$ cat src/rtl/sop_qualifier.sv
// Registered sum-of-products condition detector: en & (&a_in | &b_in),
// filtered by a consecutive-cycle hold qualifier and counted in a saturating counter.
module sop_qualifier #(
  parameter int WA   = 3,
  parameter int WB   = 2,
  parameter int HOLD = 4,
  parameter int CW   = 8
) (
  input  logic          clk,
  input  logic          rst,
  input  logic [WA-1:0] a_in,
  input  logic [WB-1:0] b_in,
  input  logic          en,
  input  logic          clr,
  output logic          y_raw,
  output logic          y,
  output logic          rise,
  output logic [CW-1:0] event_cnt,
  output logic          sat
);

  localparam int            HW        = $clog2(HOLD + 1);
  localparam logic [HW-1:0] HOLD_MAX  = HW'(HOLD);
  localparam logic [HW-1:0] HOLD_LAST = HW'(HOLD - 1);
  localparam logic [CW-1:0] CNT_MAX   = '1;

  logic          raw;
  logic          rise_cond;
  logic [HW-1:0] hcnt;

  assign raw       = en & ((&a_in) | (&b_in));
  assign rise_cond = raw & (hcnt == HOLD_LAST);

  // hcnt counts prior consecutive true samples, capped at HOLD
  always_ff @(posedge clk or posedge rst) begin
    if (rst) begin
      hcnt <= '0;
    end else if (!raw) begin
      hcnt <= '0;
    end else if (hcnt < HOLD_MAX) begin
      hcnt <= hcnt + 1'b1;
    end
  end

  always_ff @(posedge clk or posedge rst) begin
    if (rst) begin
      y_raw <= 1'b0;
      y     <= 1'b0;
      rise  <= 1'b0;
    end else begin
      y_raw <= raw;
      y     <= raw & (hcnt >= HOLD_LAST);
      rise  <= rise_cond;
    end
  end

  // clr outranks a coincident rise; sat latches when the count tops out
  always_ff @(posedge clk or posedge rst) begin
    if (rst) begin
      event_cnt <= '0;
      sat       <= 1'b0;
    end else if (clr) begin
      event_cnt <= '0;
      sat       <= 1'b0;
    end else if (rise_cond && (event_cnt != CNT_MAX)) begin
      event_cnt <= event_cnt + 1'b1;
      if (event_cnt == (CNT_MAX - 1'b1)) begin
        sat <= 1'b1;
      end
    end
  end

endmodule
$ cat config.mk
export PLATFORM = sky130hd
export DESIGN_NAME = sop_qualifier
export DESIGN_NICKNAME = d
export VERILOG_FILES = /design/src/rtl/sop_qualifier.sv
export SDC_FILE = /design/constraint.sdc
export NUM_CORES = 1
export LEC_CHECK = 0
export CORE_MARGIN = 1.5
export CORE_UTILIZATION = 50
export CTS_CLUSTER_SIZE = 16
export DETAILED_ROUTE_END_ITERATION = 8
export DONT_BUFFER_PORTS = 1
export HOLD_SLACK_MARGIN = 0.12
export PLACE_DENSITY = 0.68
export SYNTH_ARGS = -nofsm -noshare
export SYNTH_HDL_FRONTEND = slang
export SYNTH_SLANG_ARGS = --single-unit
$ cat constraint.sdc
create_clock -name clk -period 1.6 [get_ports clk]
set_input_delay 0.16 -clock clk [delete_from_list [all_inputs] [get_ports clk]]
set_output_delay 0.16 -clock clk [all_outputs]
set_load 0.05 [all_outputs]
[Word level (Yosys, flattened, before mapping)]
Cells that the tools add are included.
Storage, ports and cells
  flip-flop bits (word level): 15
  input port bits: 9
  output and inout port bits: 12
Cells by class
  add/subtract/negate cells: 2
  $lt $le $gt $ge: 2
  equal/unequal tests: 4
  mux-type cells: 7
  bitwise gates (word level): 4
  reductions and logical operators: 6
Operators by type and width (count)
  8-bit two-way mux: 2
  8-bit by 1-bit adder with 8-bit output (second input constant): 1
  8-bit == test (second input constant): 1
  8-bit inequality test (second input constant): 1
  3-bit two-way mux: 2
  2-bit AND reduction: 2
  2-bit nonzero test: 2
  3-bit by 1-bit adder with 3-bit output (second input constant): 1
  1-bit bitwise AND: 3
  3-bit by 2-bit == test with 1-bit output (second input constant): 1
  3-bit by 2-bit greater-or-equal comparator with 1-bit output (second input constant): 1
  3-bit less-than comparator (second input constant): 1
  1-bit two-way mux: 3
  3-bit AND reduction: 1
  2-bit by 1-bit inequality test with 1-bit output (second input constant): 1
  1-bit logical AND: 1
  1-bit bitwise OR: 1

[Depth between registers and ports, before layout]
Gate-level depths: netlist of run 1.
  word-level depth: 7
  mapped depth: 6

[Least setup slack after synthesis of run 1]
No wires, ideal clock.
  kind: reg-to-reg
  start: register event_cnt[1]
  end: register event_cnt[6]
  data arrival time: 1675 ps
  data required time: 1522 ps
  path slack: -153 ps
  cell stages (with the launch flop): 5
  buffers on the path: 0
  period minus slack after synthesis: 1753 ps
  cells stage by stage: dfrtp_1 -> ha_1 -> nand3b_4 -> or4_1 -> a21oi_1
On the way
  cells in the longest elaborated chain, start to end: 3
  elaborated cells between the ends (all ways): 6
  classes of those cells: add/sub (1); eq/ne (1); mux (2); reduce/logical (2)
RTL lines
  start: declaration: line 18  | output logic [CW-1:0] event_cnt,
  start signal: assignment: line 66  | event_cnt <= event_cnt + 1'b1;
  8-bit by 1-bit adder with 8-bit output or 8-bit inequality test (tied branches): line 66, 65
  8-bit two-way mux or 1-bit logical AND (tied branches): line 65  | end else if (rise_cond && (event_cnt != CNT_MAX)) begin
  8-bit two-way mux or 2-bit nonzero test (tied branches)
Several ways; a longest one is shown, not always the timed one. The select of a mux whose other input is x is not followed.
A chain may end at the register's enable or synchronous reset.

[Worst setup path after layout of run 1]
  start: register hcnt[0]
  end: register event_cnt[7]
On the way
  cells in the longest elaborated chain, start to end: 4
RTL lines
  start: declaration: line 29  | logic [HW-1:0] hcnt;
  start signal: assignment: line 41  | hcnt <= hcnt + 1'b1;
  3-bit by 2-bit == test with 1-bit output: line 32  | assign rise_cond = raw & (hcnt == HOLD_LAST);
  1-bit bitwise AND: line 32
  1-bit logical AND: line 65
  2-bit nonzero test (no line)
Every way passes these cells.

==> flow_metrics.tcl, run 1 <==
set metrics [dict create \
    period_needed_ns 1.60 \
    wl_microns 1660 \
    crit_type "register to register" \
    final_nets 105 \
    start_kind "register" \
    drtIter0Drc 7 \
    nFillCells 102 \
    seq_area_sq_um 383 \
    end_kind "register" \
    die_w_microns 41.9 \
    worstHoldEndpoint "event_cnt[5]" \
    wl_per_cell_microns 15.6 \
    syn_to_final_growth_pct 28.6 \
    fin_area_sq_um 973 \
    run_status "finished, final reports clean" \
    grt_overflow_total 0 \
    portBuffers 0 \
    relSlewSlack_pct 62.2 \
    peakVddDrop_uv 375 \
    crit_slowest_cell "o41ai_1" \
    clkTransAtPathRegs_ns 0.09 \
    antenna_found_initial 0 \
    cts_tree "built" \
    grt_first_pass_wirelength_microns 2600 \
    grt_use_total_pct 19.7 \
    hold_viol_final 0 \
    cp_data_required_time_ns 1.76 \
    reg2reg_depth 6 \
    ant_nets 0 \
    start_util_pct 56.1 \
    worstHoldStart "clr" \
    min_path_type "primary input to register" \
    die_area_sq_mm 0.00176 \
    holdPathStages 2 \
    placedCellCount 95 \
    clk_path_buf_depth 2 \
    period_share_pct 99.7 \
    final.setup_skew_ns 0.00573 \
    tightest_slew_ns 0.567 \
    maxCapViolCount 0 \
    r2r_start "hcnt[0]" \
    final_cell_mix "15 x buf_4, 9 x dfrtp_1, 8 x a21oi_1" \
    holdWs_ns 0.128 \
    worst-path-max-fanout 7 \
    route.vias.total 640 \
    cts.sinks 15 \
    placed_cell_area_sq_um 862 \
    cp.arrival_ns 1.75 \
    cp_top_family "compound AO/OA/AOI/OAI gates" \
    first_global_vias 575 \
    io_pins 21 \
    post-route-util_pct 72.1 \
    via_per_inst 6.04 \
    yosysWarnings 0 \
    die_h_microns 41.9 \
    cts_max_level 1 \
    syn_inst 70 \
    clk-insertion-delay-late_ns 0.28 \
    power.density_mw_per_mm2 664 \
    dp_hpwl_microns 1060 \
    num_rows 13 \
    drive_gt1_share_pct 38.5 \
    synth_cell_types 30 \
    firstDrtPassIters 4 \
    fmax_mhz 627 \
    cts_root_buf "clkbuf_4" \
    reg2reg_slack_ns 0.005 \
    multi_input_comb_area_sq_um 384 \
    syn-num-nets 83 \
    slew_viol_final 0 \
    setup-violations-final 0 \
    netlist_area_sq_um 757 \
    setup_tns_ns 0 \
    worstReg2RegEnd "event_cnt[7]" \
    synth_seq_cells 15 \
    avgSynthCellArea_sq_um 10.8 \
    final_common_cell "buf_4" \
    slowest_delay_ns 0.38 \
    grt_max_degree 16 \
    final_cells 106 \
    ys_seq_area_share_pct 49.6 \
    drc_errors 0 \
    core_area_sq_mm 0.00135 \
    leakage_nw 0.467 \
    crit_chain "ha_2 > ha_4 > nand3_4 > buf_4 > o41ai_1 > a21oi_1" \
    critPathBufInv 1 \
    num_antenna_cells 0 \
    cts_inserted_buffers 3 \
    place_congestion 0.736 \
]
sequential cells by signal (all words and copies together), names as in the netlist:
name	flops
event_cnt	8
hcnt	3
rise	1
sat	1
y	1
y_raw	1
cells in the mapped netlist:
cell type  count  share of area [%]
nand2_1        3                1.5
a311oi_1       1                1.2
a21o_1         1               0.99
inv_1          4                2.0
and4b_1        1                1.3
ha_1           4                6.6
or3_1          1               0.83
a32o_2         1                1.5
a41oi_1        1                1.2
and2_1         1               0.83
mux2i_1        1                1.3
and4_4         1                1.5
or4_1          2                2.0
a211oi_1       3                3.0
nand4_1        1               0.83
nand3_1        4                2.6
dfrtp_1       15                 50
buf_1          1               0.50
nor2_1         5                2.5
mux2_2         1                1.5
o41ai_1        1                1.2
a21oi_1        9                5.9
inv_2          1               0.50
nor2b_1        1               0.83
o31ai_1        1               0.99
nand3b_4       1                2.6
o21ai_0        1               0.66
xor2_1         1                1.2
nand3_4        1                2.3
nor3_1         1               0.66
power by group:
part / total [mW] / leakage (nW) / internal (mW) / switching (mW)
sequential: 0.390 / 0.198 / 0.382 / 0.00739
clock: 0.220 / 0.0150 / 0.0968 / 0.123
combinational: 0.0366 / 0.253 / 0.0148 / 0.0218
total: 0.646 / 0.467 / 0.494 / 0.152
layout make-up:
| class | instances | share of cell area, % |
|---|---|---|
| multi-input cells | 49 | 39.5 |
| clock buffers | 4 | 2.70 |
| flip-flops and latches | 15 | 39.3 |
| inverters | 5 | 1.93 |
| repair buffers | 18 | 14.7 |
| well taps | 15 | 1.93 |
cell families after synthesis:
| kind of cell | synth area share, % |
|---|---|
| buffers and inverters | 2.97 |
| AOI/OAI and AO/OA | 16.5 |
| DFF | 49.6 |
| muxes | 2.81 |
| adders and majority gates | 6.61 |
| xor gates and xnor gates | 1.16 |
| and+or+nand+nor | 20.3 |
stage by stage:
stage / power [mW] / setup WS, ns
after floorplan: 0.417 / 0.00176
after global placement: 0.420 / 0.0747
after detailed placement: 0.421 / -0.0151
after CTS: 0.647 / 0.00237
after global routing: 0.668 / -0.0241
final: 0.646 / 0.00459
worst max-delay path by stage:
stage	cells after the start	to	start
final	6	event_cnt[7]	hcnt[0]
after global routing	5	event_cnt[6]	hcnt[1]
after global placement	5	event_cnt[7]	hcnt[1]
after CTS	5	event_cnt[6]	hcnt[0]
after floorplan	4	event_cnt[6]	event_cnt[3]
after detailed placement	5	event_cnt[7]	hcnt[1]
layer usage:
layer | GRT usage (%) | part of all wire (%)
met5 | 0 | 0
met2 | 28.7 | 46
met3 | 5.65 | 4.6
met4 | 9.68 | 1.6
met1 | 26.5 | 48
timing repair:
| action | CTS | global route |
|---|---|---|
| setup buffers | 1 | 3 |
| gates resized for setup | 1 | 5 |
| hold endpoints to repair | 30 | 0 |
| endpoints found under the setup margin | 2 | 3 |
| hold buffers | 3 | 0 |
(Power assumes the default switching activity.)
==> inputs of run 2 (changes only) <==
BUFFER_PORTS_ARGS = -buffer_cell sky130_fd_sc_hd__buf_2   (was not set)
CORE_UTILIZATION = 47   (was 50)
CTS_BUF_LIST = sky130_fd_sc_hd__clkbuf_8   (was not set)
DONT_BUFFER_PORTS = not set   (was 1)
PLACE_DENSITY = 0.76   (was 0.68)
==> flow_metrics.tcl, run 2 (same netlist as run 1, synthesis figures left out) <==
set metrics [dict create \
    die_area_sq_mm 0.00186 \
    r2r_start "hcnt[1]" \
    clkTransAtPathRegs_ns 0.06 \
    clk-insertion-delay-late_ns 0.25 \
    cts_root_buf "clkbuf_8" \
    reg2reg_depth 5 \
    grt_use_total_pct 18.0 \
    cts_max_level 1 \
    worstReg2RegEnd "event_cnt[7]" \
    met2WireLength_microns 819 \
    largest_register_ffs 8 \
    power.density_mw_per_mm2 733 \
    via_per_inst 5.66 \
    start_util_pct 50.2 \
    cp_data_required_time_ns 1.77 \
    period_needed_ns 1.53 \
    wl_met3_microns 62 \
    cts_tree "built" \
    first_global_vias 603 \
    min_path_type "primary input to register" \
    critPathLaunch "hcnt[1]" \
    cts.sinks 15 \
    slew_viol_final 0 \
    drc_errors 0 \
    hold_viol_final 0 \
    maxCapViolCount 0 \
    setup_tns_ns 0 \
    leakage_nw 0.517 \
    placed_cell_area_sq_um 903 \
    fin_area_sq_um 996 \
    end_kind "register" \
    wl_per_cell_microns 13.6 \
    holdWs_ns 0.199 \
    firstDrtPassIters 4 \
    tightest_slew_ns 0.566 \
    clk_path_buf_depth 2 \
    start_kind "register" \
    setup-violations-final 0 \
    die_h_microns 43.1 \
    final_common_cell "buf_2" \
    final_cell_mix "20 x buf_2, 9 x dfrtp_1, 8 x a21oi_1" \
    grt_max_degree 16 \
    final_nets 113 \
    fmax_mhz 653 \
    num_rows 14 \
    syn_to_final_growth_pct 31.6 \
    drive_gt1_share_pct 44.4 \
    route.vias.total 651 \
    reg2reg_slack_ns 0.07 \
    io_pins 21 \
    grt_overflow_total 0 \
    dp_hpwl_microns 1120 \
    ant_nets 0 \
    run_status "finished, final reports clean" \
    top_register "event_cnt" \
    period_share_pct 95.8 \
    antenna_found_initial 0 \
    peakVddDrop_uv 634 \
    drt-met1-wl_microns 677 \
    grt_first_pass_wirelength_microns 2440 \
    place_congestion 0.784 \
    wl_microns 1560 \
    crit_end "event_cnt[7]" \
    portBuffers 20 \
    core_area_sq_mm 0.00151 \
    crit_type "register to register" \
    cts_inserted_buffers 3 \
    final.setup_skew_ns 0.00555 \
    highest_layer "met3" \
    rsz0062_at_grt "false" \
    largest_registers "event_cnt (8), hcnt (3)" \
    drtIter0Drc 14 \
    num_antenna_cells 0 \
    die_w_microns 43.1 \
    worst-path-max-fanout 7 \
    cp.arrival_ns 1.70 \
    relSlewSlack_pct 62.3 \
]
[run 2: how the worst min path moves through the flow]
stage                     from            to  slack (ns)  cells after the start
after CTS                  clr  event_cnt[7]        0.20                      2
after floorplan            rst  event_cnt[3]        0.06                      1
final                      clr  event_cnt[6]        0.20                      2
after detailed placement   rst          rise        0.24                      2
after global placement     rst          rise        0.24                      2
after global routing       clr  event_cnt[6]        0.21                      2
[run 2: area by class of cell]
class                   instances  area [sq um]
repair buffers                 26           148
flip-flops and latches         15           383
clock inverters                 1          3.75
fillers                       118           510
inverters                       5          18.8
well taps                      16          20.0
multi-input cells              49           382
clock buffers                   3          41.3
[run 2: per-layer routing]
layer  GRT usage [%]  vias to the layer above
li1                -                      320
met3            3.83                        0
met1            20.8                      313
met2            31.0                       18
met4            8.48                        0
met5               0                        -
[run 2: stage by stage]
stage / instances / total power [mW] / worst slack (ns) / utilization (%)
floorplan: 70 / 0.417 / 0.00176 / -
global placement: 108 / 0.435 / 0.0644 / 60.0
detailed placement: 108 / 0.436 / -0.0297 / 60.0
CTS: 113 / 0.740 / 0.0170 / 64.6
global route: 115 / 0.753 / 0.00515 / 66.1
finish: 115 / 0.730 / 0.0675 / 66.1
[run 2: report_power, final]
group,switching (mW),internal (mW),leakage [nW]
registers,0.00181,0.383,0.198
clock network,0.128,0.170,0.0269
logic,0.0293,0.0175,0.292
[run 2: critical path: stages, from the launching register on]
cell and delay [ns]:
dfrtp_1 0.37, ha_2 0.21, ha_4 0.15, nand3_4 0.10, or4_1 0.51, a21oi_1 0.13
[run 2: what timing repair did]
| item | in CTS | in global routing |
|---|---|---|
| endpoints found under the hold margin | 15 | 0 |
| pin swaps | 0 | 4 |
| hold buffers | 1 | 0 |
| setup buffers | 0 | 2 |
| setup endpoints to repair | 2 | 2 |
| gates resized for setup | 3 | 2 |
